### config.mk
export PLATFORM = sky130hd
export DESIGN_NAME = regfile_mp_bypass
export DESIGN_NICKNAME = d
export VERILOG_FILES = /design/src/rtl/regfile_mp_bypass.sv
export SDC_FILE = /design/constraint.sdc
export NUM_CORES = 2
export LEC_CHECK = 0
export ABC_AREA = 1
export CELL_PAD_IN_SITES_DETAIL_PLACEMENT = 1
export CELL_PAD_IN_SITES_GLOBAL_PLACEMENT = 2
export CORE_MARGIN = 10
export CORE_UTILIZATION = 33
export DETAILED_ROUTE_END_ITERATION = 10
export HOLD_SLACK_MARGIN = 0.08
export PLACE_DENSITY_LB_ADDON = 0.1
export REMOVE_ABC_BUFFERS = 1
export SYNTH_ARGS = -nofsm -noshare
export SYNTH_HDL_FRONTEND = slang
export SYNTH_SLANG_ARGS = --single-unit
export TNS_END_PERCENT = 5
### constraint.sdc
create_clock -name clk -period 2.2 [get_ports clk]
set_input_delay 0.22 -clock clk [delete_from_list [all_inputs] [get_ports clk]]
set_output_delay 0.22 -clock clk [all_outputs]
set_load 0.1 [all_outputs]
### src/rtl/regfile_mp_bypass.sv
// regfile_mp_bypass: multi-port register file with same-edge write bypass and pending scoreboard
module regfile_mp_bypass #(
   parameter int XLEN = 32,
   parameter int NREGS = 32,
   parameter int NREAD = 2,
   localparam int AW = $clog2(NREGS)
) (
   input  logic                  clk,
   input  logic                  rst,
   input  logic                  we0,
   input  logic [AW-1:0]         waddr0,
   input  logic [XLEN-1:0]       wdata0,
   input  logic                  we1,
   input  logic [AW-1:0]         waddr1,
   input  logic [XLEN-1:0]       wdata1,
   input  logic [NREAD*AW-1:0]   raddr,
   output logic [NREAD*XLEN-1:0] rdata,
   output logic [NREAD-1:0]      rpend,
   input  logic                  issue_en,
   input  logic [AW-1:0]         issue_rd,
   output logic [NREGS-1:0]      pend_vec
);
   logic [NREGS-1:0][XLEN-1:0] regs_q, regs_d;
   logic [NREGS-1:0]           pend_q, pend_d;
   logic [NREAD*XLEN-1:0]      rdata_q, rdata_d;
   logic [NREAD-1:0]           rpend_q, rpend_d;
   logic                       wr0, wr1, iss;
   assign wr0 = we0 && waddr0 != '0;
   assign wr1 = we1 && waddr1 != '0;
   assign iss = issue_en && issue_rd != '0;
   always_comb begin
      regs_d = regs_q;
      pend_d = pend_q;
      rdata_d = '0;
      rpend_d = '0;
      if (wr0) begin
         regs_d[waddr0] = wdata0;
         pend_d[waddr0] = 1'b0;
      end
      if (wr1) begin
         regs_d[waddr1] = wdata1;
         pend_d[waddr1] = 1'b0;
      end
      if (iss) pend_d[issue_rd] = 1'b1;
      for (int k = 0; k < NREAD; k++) begin
         rdata_d[k*XLEN +: XLEN] = regs_d[raddr[k*AW +: AW]];
         rpend_d[k] = pend_d[raddr[k*AW +: AW]];
      end
   end
   always_ff @(posedge clk) begin
      if (rst) begin
         regs_q <= '0;
         pend_q <= '0;
         rdata_q <= '0;
         rpend_q <= '0;
      end else begin
         regs_q <= regs_d;
         pend_q <= pend_d;
         rdata_q <= rdata_d;
         rpend_q <= rpend_d;
      end
   end
   assign rdata = rdata_q;
   assign rpend = rpend_q;
   assign pend_vec = pend_q;
endmodule
==> results.tsv <==
metric	value	unit
drt drc	0	
P_leak	50.3	nW
pin count of the biggest net entering global routing	104	
layout cell share with drive strength beyond 1	20.8	%
Die ar.	244000	um2
DR vias	106000	
synth warn	0	
Max Cap Viol	0	
required time of the critical path	2960	ps
FMAX	441	MHz
Area growth syn-to-layout	43.5	%
Pint	0.0401	W
Filler Cell Count	29500	
root buf cell	clkbuf_16	
total power draw	0.0613	W
Hold Violations, Final	0	
Synth Instances	13300	
crit end category	flip-flop	
multi-input logic area	46600	um2
violated checks	setup timing	
Mapped Area	74000	um2
Cell Rows	173	
drt first pass iters	6	
library cells used by synthesis	33	
vias in the first global route	105000	
metal2 WL	223	mm
Synth top area share	30.3	%
register area	22500	um2
Tmin final	2270	ps
Starting Density	33.2	%
Worst VDD drop	0.752	mV
WL/cell	29.5	um
final clock period utilization by the worst path	103	%
post-DR vias/cell	5.88	
worst clock skew	32.7	ps
core area	223000	um2
Seq/Total Area, Yosys	30.3	%
Switch Pwr	0.0212	W
IO Port Bufs	191	
post-route met1 wirelength	220	mm
Setup violations, final	10	
critical setup path kind	primary input to flip-flop	
Final WS setup	-67.4	ps
outcome	finished, violations left	
GRT Total Usage	41.0	%
register share of total power	34.4	%
commonest cells after routing, fill and taps aside	nand2_1, nand3_1, buf_4	
Logic pwr share	23.6	%
total CTS buffers	154	
GP Congestion	0.999	
Clock Tree Buf Depth	3	
commonest non-fill, non-tap cell in the layout	nand2_1	
Worst Hold Class	primary input to flip-flop	
dpl ws	-2020	ps
antenna violations before repair	31	
die width	494	um
Worst-path clk slew	60	ps
worst slew pin tran	918	ps
# IOs	192	
antenna viol nets, final	0	
cell taking the most area after synthesis	dfxtp_1	
pwr dens	577	nW/um2
max_slew headroom	38.8	%
GR Overflow Total	0	
top cells by area, synth	dfxtp_1, nand2_1, nand3_1	
global-route wire length before repair	747	mm
Routed WL	533	mm
worst skew pair latency	840	ps
fin nets	15100	
sw frac	34.6	%
initial DRC count	12400	
height of the die	494	um
startpoint types	primary input	
CTS tree	yes	
synthesis-stage register bit count	1122	
htree depth	4	
dpl hpwl	379	mm
post-synthesis area per instance	5.55	um2
max-slew violations	0	
RSZ-0062 raised after global routing	yes	
max layer used	met5	
met3 wire length	58.5	mm
Max FO, Critical Path	6	
crit path DAT	3030	ps
Sink Count	1122	
Clock Power Share	42.0	%
final cells by class:
class	instances	area share, %
clock inverter	41	0.279
antenna	8	0.0188
timing repair buffer	2607	24.9
inverter	537	1.99
tap	2975	3.50
sequential	1122	21.1
multi-input combinational	10500	43.8
clock buffer	238	4.36
cells in the mapped netlist:
cell,number
a21boi_0,1
a21oi_1,795
a22oi_1,1
a31oi_1,1
and2_1,21
buf_1,230
buf_2,153
buf_4,8
buf_6,1
clkbuf_1,742
clkinv_1,27
dfxtp_1,1122
inv_1,480
inv_2,30
nand2_1,5226
nand2_2,5
nand2_4,2
nand3_1,2925
nand3_2,4
nand3_4,1
nand4_1,65
nand4_2,1
nor2_1,1185
nor2_2,26
nor2_4,2
nor2_8,1
nor3_1,3
nor3_2,1
o211ai_1,42
o21a_1,7
o21ai_0,175
o21ai_1,44
o22ai_1,1
metrics by stage:
stage / cells / hold WS (ps) / TNS (ps) / instance area (um2) / utilization (%)
4_1_cts: 18000 / 89.3 / -734 / 104000 / 46.8
3_5_place_dp: 17700 / 448 / -576260 / 98200 / 44.1
5_1_grt: 18100 / 134 / -1560 / 106000 / 47.7
6_report: 18100 / 138 / -213 / 106000 / 47.7
3_3_place_gp: 17700 / 437 / -541850 / 98200 / 44.1
2_1_floorplan: 12200 / 289 / -687220 / 69500 / -
sequential cells by signal, summed over array words and instances (netlist names):
signal    count
rpend         2
pend_vec     32
regs_q     1024
rdata        64
logic make-up after synthesis:
family	share of synthesized area [%]
and+or+nand+nor	53.5
buffers and inverters	8.78
DFF	30.3
AOI/OAI and AO/OA	7.39
power by group through the flow:
stage	sequential, W	clock [W]	combinational, W
after global routing	0.0211	0.0267	0.0150
after floorplan	0.0222	0	0.00450
final	0.0211	0.0258	0.0145
after CTS	0.0211	0.0259	0.0137
after detailed placement	0.0215	0	0.0134
after global placement	0.0215	0	0.0132
critical path, cell delays in order:
cell	delay, ps
dlygate4sd2_1	220
buf_6	150
buf_8	160
nand2_2	90
buf_4	150
nor2_4	170
nand2_2	120
nor2_4	150
buf_12	150
buf_12	160
nand2_1	60
nand3_1	110
o21ai_2	90
and2_1	160
nor2_1	110
buf_4	110
nor2_1	50
nor2_4	350
nor2_4	110
nor2_1	90
metal layers:
layer,vias to the layer above,global-route usage [%]
met5,-,0
met4,16,19.4
met3,1488,10.2
met1,52500,55.1
li1,46300,-
met2,6030,61.1
what timing repair did:
item,CTS,global route
hold buffers,3,0
gates cloned,5,20
endpoints found under the setup margin,67,67
hold endpoints to repair,241,0
resized for setup,221,266
buffers inserted,28,64
pin swaps,34,71
path summary, 6_finish.rpt:
| path | end | depth (start not counted) | from | slack [ps] |
|---|---|---|---|---|
| worst max-delay path | rdata[30] | 20 | waddr0[4] | -70 |
| worst min-delay path | rdata[41] | 6 | raddr[9] | 140 |
| worst max register to register | rpend[1] | 9 | pend_vec[3] | 220 |
| worst min register to register | regs_q[23] | 2 | regs_q[23] | 460 |
Power figures use the tool's default switching activity.
